**src/rtl/vram_px_fill.sv**
```systemverilog
// Rectangle fill engine: writes one clipped, solid-colour pixel per clock into the vramPX write port.
// Optional macro VRAM_PX_FILL_VSYNC_EN holds each non-empty fill until the next frame_drawn pulse.
module vram_px_fill #(
  parameter int H_RES     = 320,
  parameter int V_RES     = 240,
  parameter int ADDR_BITS = 17
) (
  input  logic                 clk,
  input  logic                 nreset,
  input  logic                 cmd_valid,
  output logic                 cmd_ready,
  input  logic [8:0]           cmd_x,
  input  logic [7:0]           cmd_y,
  input  logic [8:0]           cmd_w,
  input  logic [7:0]           cmd_h,
  input  logic [7:0]           cmd_color,
  input  logic                 frame_drawn,
  output logic [ADDR_BITS-1:0] vram_addr,
  output logic [7:0]           vram_d,
  output logic                 vram_we,
  output logic                 busy,
  output logic                 done
);

  typedef enum logic [1:0] {IDLE, SYNC, FILL, DONE} state_t;

  state_t               state, state_nxt;
  logic [8:0]           col, col_nxt, ew, ew_nxt;
  logic [7:0]           row, row_nxt, eh, eh_nxt;
  logic [ADDR_BITS-1:0] row_base, row_base_nxt;
  logic [7:0]           color, color_nxt;
  logic [ADDR_BITS-1:0] addr_nxt;
  logic [7:0]           d_nxt;
  logic                 we_nxt;

  logic [9:0]           room_x;
  logic [8:0]           room_y;
  logic [8:0]           clip_w;
  logic [7:0]           clip_h;
  logic                 cmd_empty;
  logic [ADDR_BITS-1:0] start_addr;
  logic                 row_end, last_px;

  // Clip against the right/bottom edges; room_* are only meaningful for on-screen origins.
  assign room_x     = 10'(H_RES) - {1'b0, cmd_x};
  assign room_y     = 9'(V_RES) - {1'b0, cmd_y};
  assign clip_w     = ({1'b0, cmd_w} < room_x) ? cmd_w : room_x[8:0];
  assign clip_h     = ({1'b0, cmd_h} < room_y) ? cmd_h : room_y[7:0];
  assign cmd_empty  = (cmd_x >= 9'(H_RES)) || (cmd_y >= 8'(V_RES)) ||
                      (cmd_w == 9'd0) || (cmd_h == 8'd0);
  assign start_addr = ADDR_BITS'(cmd_y) * ADDR_BITS'(H_RES) + ADDR_BITS'(cmd_x);

  assign row_end = (col == ew - 9'd1);
  assign last_px = row_end && (row == eh - 8'd1);

  assign cmd_ready = (state == IDLE);
  assign busy      = (state != IDLE);
  assign done      = (state == DONE);

`ifndef VRAM_PX_FILL_VSYNC_EN
  logic unused_frame_drawn;
  assign unused_frame_drawn = frame_drawn;
`endif

  always_comb begin
    state_nxt    = state;
    col_nxt      = col;
    row_nxt      = row;
    ew_nxt       = ew;
    eh_nxt       = eh;
    row_base_nxt = row_base;
    color_nxt    = color;
    we_nxt       = 1'b0;
    addr_nxt     = vram_addr;
    d_nxt        = vram_d;
    case (state)
      IDLE: begin
        if (cmd_valid) begin
          ew_nxt       = clip_w;
          eh_nxt       = clip_h;
          color_nxt    = cmd_color;
          row_base_nxt = start_addr;
          col_nxt      = 9'd0;
          row_nxt      = 8'd0;
          if (cmd_empty) begin
            state_nxt = DONE;
          end else begin
`ifdef VRAM_PX_FILL_VSYNC_EN
            state_nxt = SYNC;
`else
            state_nxt = FILL;
            we_nxt    = 1'b1;
            addr_nxt  = start_addr;
            d_nxt     = cmd_color;
`endif
          end
        end
      end
`ifdef VRAM_PX_FILL_VSYNC_EN
      SYNC: begin
        if (frame_drawn) begin
          state_nxt = FILL;
          we_nxt    = 1'b1;
          addr_nxt  = row_base;
          d_nxt     = color;
        end
      end
`endif
      FILL: begin
        // vram_addr already holds the pixel being written this cycle; compute the next one.
        if (last_px) begin
          state_nxt = DONE;
        end else begin
          we_nxt = 1'b1;
          d_nxt  = color;
          if (row_end) begin
            col_nxt      = 9'd0;
            row_nxt      = row + 8'd1;
            row_base_nxt = row_base + ADDR_BITS'(H_RES);
            addr_nxt     = row_base + ADDR_BITS'(H_RES);
          end else begin
            col_nxt  = col + 9'd1;
            addr_nxt = vram_addr + ADDR_BITS'(1);
          end
        end
      end
      DONE:    state_nxt = IDLE;
      default: state_nxt = IDLE;
    endcase
  end

  always_ff @(posedge clk) begin
    if (!nreset) begin
      state     <= IDLE;
      vram_we   <= 1'b0;
      vram_addr <= '0;
      vram_d    <= '0;
    end else begin
      state     <= state_nxt;
      vram_we   <= we_nxt;
      vram_addr <= addr_nxt;
      vram_d    <= d_nxt;
    end
  end

  // Command-shadow registers are always rewritten at accept, so they need no reset.
  always_ff @(posedge clk) begin
    col      <= col_nxt;
    row      <= row_nxt;
    ew       <= ew_nxt;
    eh       <= eh_nxt;
    row_base <= row_base_nxt;
    color    <= color_nxt;
  end

endmodule
```
**config.mk**
```make
export PLATFORM = sky130hd
export DESIGN_NAME = vram_px_fill
export DESIGN_NICKNAME = d
export VERILOG_FILES = /design/src/rtl/vram_px_fill.sv
export SDC_FILE = /design/constraint.sdc
export NUM_CORES = 1
export LEC_CHECK = 0
export ABC_CLOCK_PERIOD_IN_PS = 4000
export BUFFER_PORTS_ARGS = -buffer_cell sky130_fd_sc_hd__buf_4
export CAP_MARGIN = 20
export CORE_MARGIN = 5
export CORE_UTILIZATION = 25
export DETAILED_ROUTE_END_ITERATION = 7
export GPL_ROUTABILITY_DRIVEN = 0
export SLEW_MARGIN = 20
export SYNTH_ARGS = -nofsm -noshare
export SYNTH_HDL_FRONTEND = slang
export SYNTH_SLANG_ARGS = --single-unit
```
**constraint.sdc**
```tcl
create_clock -name clk -period 4 [get_ports clk]
set_input_delay 0.8 -clock clk [delete_from_list [all_inputs] [get_ports clk]]
set_output_delay 0.8 -clock clk [all_outputs]
set_load 0.02 [all_outputs]
```
==> results of run 1 <==
==> registers in the layout, summed over array words and instances, names as in the netlist <==
register   count
state          2
row_base      17
vram_addr     17
color          8
col            9
row            8
eh             8
vram_we        1
ew             9
vram_d         8
==> area by class of cell <==
cell class	count	area (um^2)
tap	319	399
clock inverter	4	32.5
inverter	34	128
fill	2467	16300
multi-input combinational	472	3410
clock buffer	12	268
sequential	87	2330
timing repair buffer	82	628
==> per-stage QoR <==
step | util [%] | cells | power [uW]
floorplan | - | 615 | 1800
global placement | 29.3 | 994 | 2070
detailed placement | 29.3 | 994 | 2080
CTS | 30.6 | 1010 | 2930
global route | 30.6 | 1010 | 3070
finish | 30.6 | 1010 | 2910
==> how the worst min path moves through the flow <==
stage	start	endpoint
2_1_floorplan	state[0]$_SDFFE_PN0P_	state[0]$_SDFFE_PN0P_
5_1_grt	vram_addr[16]$_SDFFE_PN0P_	vram_addr[16]$_SDFFE_PN0P_
6_report	vram_d[5]$_SDFFE_PN0P_	vram_d[5]$_SDFFE_PN0P_
3_5_place_dp	vram_d[1]$_SDFFE_PN0P_	vram_d[1]$_SDFFE_PN0P_
3_3_place_gp	vram_d[0]$_SDFFE_PN0P_	vram_d[0]$_SDFFE_PN0P_
4_1_cts	vram_addr[16]$_SDFFE_PN0P_	vram_addr[16]$_SDFFE_PN0P_
==> per-layer routing <==
metal | track usage [%] | vias to the layer above
met5 | 0 | -
met4 | 3.89 | 0
met3 | 1.92 | 15
met2 | 19.2 | 52
met1 | 13.5 | 2230
li1 | - | 2376
==> cells in the mapped netlist (3+ instances only) <==
master	count	area share (%)
nand2b_1	8	0.84
or3_1	3	0.31
ha_1	38	7.9
xor2_1	34	5.0
a211oi_1	3	0.38
and2_1	7	0.73
nand3_1	23	1.9
and4_1	3	0.44
o22ai_1	3	0.31
o21ai_0	24	2.0
mux2i_1	17	2.8
dfxtp_1	28	9.4
o21a_1	3	0.38
o21ai_1	14	1.2
edfxtp_1	59	30
nor2b_1	10	1.0
nand3_2	7	1.2
nand2_1	59	3.7
buf_2	4	0.33
nor4_1	3	0.31
a31oi_1	17	1.8
nor2_1	36	2.3
nor3b_1	5	0.63
o211ai_1	11	1.4
nand4_1	10	1.0
a21o_1	6	0.75
mux2_2	7	1.3
and3_1	11	1.2
o31ai_1	5	0.63
o211a_1	8	1.3
a21oi_1	19	1.6
buf_6	4	0.75
clkbuf_1	9	0.56
inv_1	34	2.1
buf_1	3	0.19
nor3_1	5	0.42
xnor2_1	42	6.2
==> power by group through the flow <==
stage               clock network, uW  registers [uW]  logic, uW
finish                            856            1230        825
global route                      909            1250        916
CTS                               868            1230        834
detailed placement                  0            1250        829
global placement                    0            1250        821
floorplan                           0            1270        533
==> placed cells by master (no fill, tap or decap), types with 3 or more instances in the layout <==
cell       instances
clkbuf_16         10
and2_1             7
mux2i_1           17
o21ai_0           24
o21a_1             3
nand3_2            7
nor2_1            36
nor3b_1            5
dfxtp_1           28
xnor2_1           42
nand3_1           23
inv_1             34
o31ai_1            5
o211a_1            8
mux2_2             7
and4_1             3
a21o_1             6
buf_4             81
nand4_1           10
nand2b_1           8
o211ai_1          11
or3_1              3
ha_1              38
nand2_1           59
nor2b_1            9
nor4_1             3
edfxtp_1          59
and3_1            11
xor2_1            34
o21ai_1           14
a31oi_1           17
a211oi_1           3
a21oi_1           19
o22ai_1            3
nor3_1             5
==> cells by family (layout without fill, tap and decap cells) <==
| group | after synthesis | in the layout | synth area share [%] |
|---|---|---|---|
| and+or+nand+nor | 204 | 204 | 18.2 |
| muxes | 24 | 24 | 4.16 |
| DFF | 87 | 87 | 39.0 |
| xor gates and xnor gates | 76 | 76 | 11.1 |
| buffers and inverters | 56 | 132 | 4.23 |
| adders and majority gates | 40 | 40 | 8.62 |
| AOI/OAI and AO/OA | 128 | 128 | 14.7 |
==> reports/qor.txt, run 1 <==
Worst setup path endpoint -> row_base[8]$_DFFE_PP_
Main flop type after synthesis -> edfxtp_1
Critical-path cell list -> inv_1, ha_1, or4b_1, nor4_1, xnor2_1, nand4_1, a2111oi_4, nand2b_1, and2_1
Drt drc -> 0
WL met3 -> 436 um
Hold_buf cts -> 0
First-iteration detailed-routing DRC count -> 271
Routed wire length per instance -> 14.5 um
CP Data Required Time -> 3970 ps
Worst Path Max Fanout -> 19
Psw -> 954 uW
Clock Latency Late Sink -> 350 ps
Slew Viols, Final -> 0
Worst-margin pin slew -> 954 ps
CP bufs+invs -> 1
Resized Gates After CTS -> 0
Pleak -> 0.00291 uW
Core area -> 23,500 um^2
FF-to-FF setup slack -> 530 ps
Worst Path Arrival -> 3440 ps
Switching share of power -> 32.8%
Hold-critical path depth -> 1
Cts bufs inserted -> 9
Reg2reg end -> row_base[8]$_DFFE_PP_
CTS clock-pin slew for the worst setup and hold paths -> 70 ps
Worst Setup SP -> ew[0]$_DFFE_PP_
Post-CTS setup buffers -> 0
Die area -> 27,100 um^2
Layout cells sized above 1 -> 17.7%
Global-route wire length before repair -> 23,400 um
Outcome -> finished, final reports clean
Die H -> 165 um
Final Hold Slack -> 501 ps
Internal power -> 1950 uW
Post-route ant nets -> 0
Pwr/cell area -> 404 nW/um^2
Yosys cell types -> 61
Largest net degree at the start of global routing -> 45
Post-Place Cell Area -> 6890 um^2
Max-Cap Viols -> 0
Max frequency -> 288 MHz
I/O Pins -> 75
All-Layer GR Usage -> 11.0%
DP Worst Slack -> 488 ps
Clk sinks -> 87
Clk buf depth -> 2
Inserted Diodes -> 0
Reg2reg path depth -> 9
Final clock skew -> 13.2 ps
Site row count -> 56
Port bufs -> 73
Slew margin rel. -> 36.4%
Met2 wire length -> 7360 um
Root Buffer -> clkbuf_16
Worst path top cell family by delay -> simple AND/OR/NAND/NOR gates
Final hold vios -> 0
Vias/cell -> 4.63
Startpoint type of the worst setup path -> flop
Highest metal used -> met4
Total length of routed wires -> 14,700 um
Sequential Power Share -> 42.2%
Setup TNS -> 0 ps
WP depth -> 9
Die W -> 165 um
Synth warn -> 0
Syn_nets -> 701
Worst Path Class, Setup -> reg2reg
Clock power frac -> 29.4%
FF+latch count, synth -> 87
Critical Path End Type -> flop
DP Wirelength -> 11,300 um
Worst hold path type -> reg2reg
Initial antenna violation count -> 0
Drt first pass iters -> 4
Setup-failing EPs final -> 0
Async S/R FF share, synth -> 0%
Unrepaired setup endpoints after global routing -> no
Metal-1 WL -> 6600 um
Avg Inst Size Synth -> 9.72 um^2
Final instance area -> 7190 um^2
Logic pwr share -> 28.4%
Register area share after synthesis -> 39.0%
H-tree Lvls -> 3
Area Growth Syn to Fin -> 20.3%
Slowest CP cell -> and2_1
Synth Cell Area -> 5980 um^2
Vias -> 4,673
Starting Density -> 25.4%
Total grt overflow -> 0
Cells after synthesis -> 615
FF-to-FF Start -> ew[0]$_DFFE_PP_
Final period util -> 86.8%
Max incr delay on CP -> 760 ps
Vias in the first global route -> 4,494
Period minus WS final -> 3470 ps
Setup WS post-layout -> 529 ps
VDD IR max -> 0.183 mV
TritonCTS clock tree -> done
Number of enable flip-flop cells after synthesis -> 59
# nets final -> 772
(Power assumes the default switching activity.)
==> run 2, diff against run 1 <==
==> constraint.sdc (replaced) <==
create_clock -name clk -period 4 [get_ports clk]
set_input_delay 0 -clock clk [delete_from_list [all_inputs] [get_ports clk]]
set_output_delay 0 -clock clk [all_outputs]
set_load 0.02 [all_outputs]
==> run 2 against run 1 <==
  * Register-to-register slack lost 130 ps
  * Fmax down 3.7%
  * Clock power is 3.3% lower
  * Routed wire length grew 0.53%
  * Non-clock buffer count rose by 14
  * Sequential power barely moved
  * Power fell by 0.66%
  * Largest cell class unchanged
  * Highest routed layer unchanged
==> reports/qor.txt, run 2 (synthesized netlist as in run 1, its figures left out) <==
Cell Count, Final, Fillers Out -> 1,024
Worst-margin pin slew -> 933 ps
Largest net degree at the start of global routing -> 35
Outcome -> finished, final reports clean
Pleak -> 0.00296 uW
Vias -> 4,712
Fillers -> 2,498
Worst Path Arrival -> 3560 ps
Total length of routed wires -> 14,800 um
Critical Path End Type -> flop
Total Power -> 2890 uW
Worst Path Max Fanout -> 19
Unrepaired setup endpoints after global routing -> no
Die H -> 165 um
WL met3 -> 398 um
CP Data Required Time -> 3960 ps
Max frequency -> 278 MHz
Clk buf depth -> 2
Global-route wire length before repair -> 24,000 um
Pwr/cell area -> 395 nW/um^2
Startpoint type of the worst setup path -> flop
Top Registers -> row_base x17, vram_addr x17
Core area -> 23,500 um^2
Slowest CP cell -> or4_4
Area Growth Syn to Fin -> 22.3%
Inst Count DP -> 994
Worst hold path type -> in2reg
Vias/cell -> 4.60
Max incr delay on CP -> 500 ps
Layout cells sized above 1 -> 17.3%
Initial antenna violation count -> 0
Site row count -> 56
Drt drc -> 0
CTS clock-pin slew for the worst setup and hold paths -> 60 ps
Psw -> 949 uW
Final hold vios -> 0
Highest metal used -> met4
Met2 wire length -> 7520 um
I/O Pins -> 75
TritonCTS clock tree -> done
Clock power frac -> 28.7%
Final period util -> 90.1%
Max-Cap Viols -> 0
Total grt overflow -> 0
CP bufs+invs -> 2
Final clock skew -> 7.69 ps
VDD IR max -> 0.199 mV
Routed wire length per instance -> 14.4 um
Clock Latency Late Sink -> 340 ps
First-iteration detailed-routing DRC count -> 261
Metal-1 WL -> 6590 um
Setup-failing EPs final -> 0
Period minus WS final -> 3600 ps
Drt first pass iters -> 4
H-tree Lvls -> 3
Most common cell after layout, fill and taps aside -> buf_4
All-Layer GR Usage -> 11.2%
Die W -> 165 um
Setup TNS -> 0 ps
Die area -> 27,100 um^2
Post-route ant nets -> 0
Port bufs -> 73
Internal power -> 1940 uW
Slew margin rel. -> 37.8%
Worst Path Class, Setup -> reg2reg
Worst path top cell family by delay -> simple AND/OR/NAND/NOR gates
Most frequent cells in the layout -> 82 x buf_4, 59 x nand2_1, 59 x edfxtp_1, 42 x xnor2_1, 38 x ha_1
Root Buffer -> clkbuf_16
DP Wirelength -> 11,300 um
Critical-path cell list -> inv_1, ha_1, or3b_1, or4_4, a2111oi_4, o211ai_2, inv_1, a21oi_1, or2_2, and2_1
Clk sinks -> 87
Logic pwr share -> 28.7%
Cts bufs inserted -> 9
Sequential Power Share -> 42.6%
Switching share of power -> 32.9%
# nets final -> 786
Starting Density -> 25.4%
Vias in the first global route -> 4,664
Slew Viols, Final -> 0
Most common cell type on the critical path -> inv_1
Inserted Diodes -> 0
run 2: final cells by class:
cell class              count  area [um^2]  area share, %
flip-flops and latches     87         2330           31.9
inverters                  34          128           1.74
clock buffers              12          256           3.51
clock inverters             4         37.5          0.513
repair buffers             96          756           10.3
well taps                 319          399           5.46
multi-input cells         472         3410           46.6
run 2: what timing repair did:
item,4_1_cts,5_1_grt
endpoints found under the hold margin,17,0
buffers inserted,0,0
resized for setup,0,0
hold buffers,14,0
run 2: worst paths after layout:
path                                              from                endpoint  slack [ps]  cells after the start
worst max register to register         eh[0]$_DFFE_PP_    row[1]$_SDFFCE_PN0P_         400                     10
worst max-delay path                   eh[0]$_DFFE_PP_    row[1]$_SDFFCE_PN0P_         400                     10
worst min register to register  vram_d[5]$_SDFFE_PN0P_  vram_d[5]$_SDFFE_PN0P_         500                      1
worst min-delay path                          cmd_w[8]         ew[8]$_DFFE_PP_          10                      3
run 2: routing by layer:
layer	vias to the layer above	global-route usage [%]
met1	2234	13.6
li1	2399	-
met2	62	20.1
met4	0	3.48
met3	17	1.87
met5	-	0
run 2: worst min-delay path, stage by stage:
cell	delay [ps]
buf_4	90
inv_1	30
mux2i_1	110
run 2: power groups by stage:
stage	clock network (uW)	registers, uW	logic [uW]
3_5_place_dp	0	1250	825
6_report	828	1230	830
2_1_floorplan	0	1270	533
4_1_cts	852	1230	841
5_1_grt	888	1250	927
3_3_place_gp	0	1250	818
run 2: metrics by stage:
stage / instance area, um^2 / hold WS [ps] / setup WS [ps] / util [%]
5_1_grt: 7310 / 9.12 / 151 / 31.1
2_1_floorplan: 5980 / 98.9 / 573 / -
6_report: 7310 / 11.7 / 397 / 31.1
3_3_place_gp: 6880 / 191 / 399 / 29.2
4_1_cts: 7310 / 0.529 / 357 / 31.1
3_5_place_dp: 6880 / 194 / 359 / 29.2
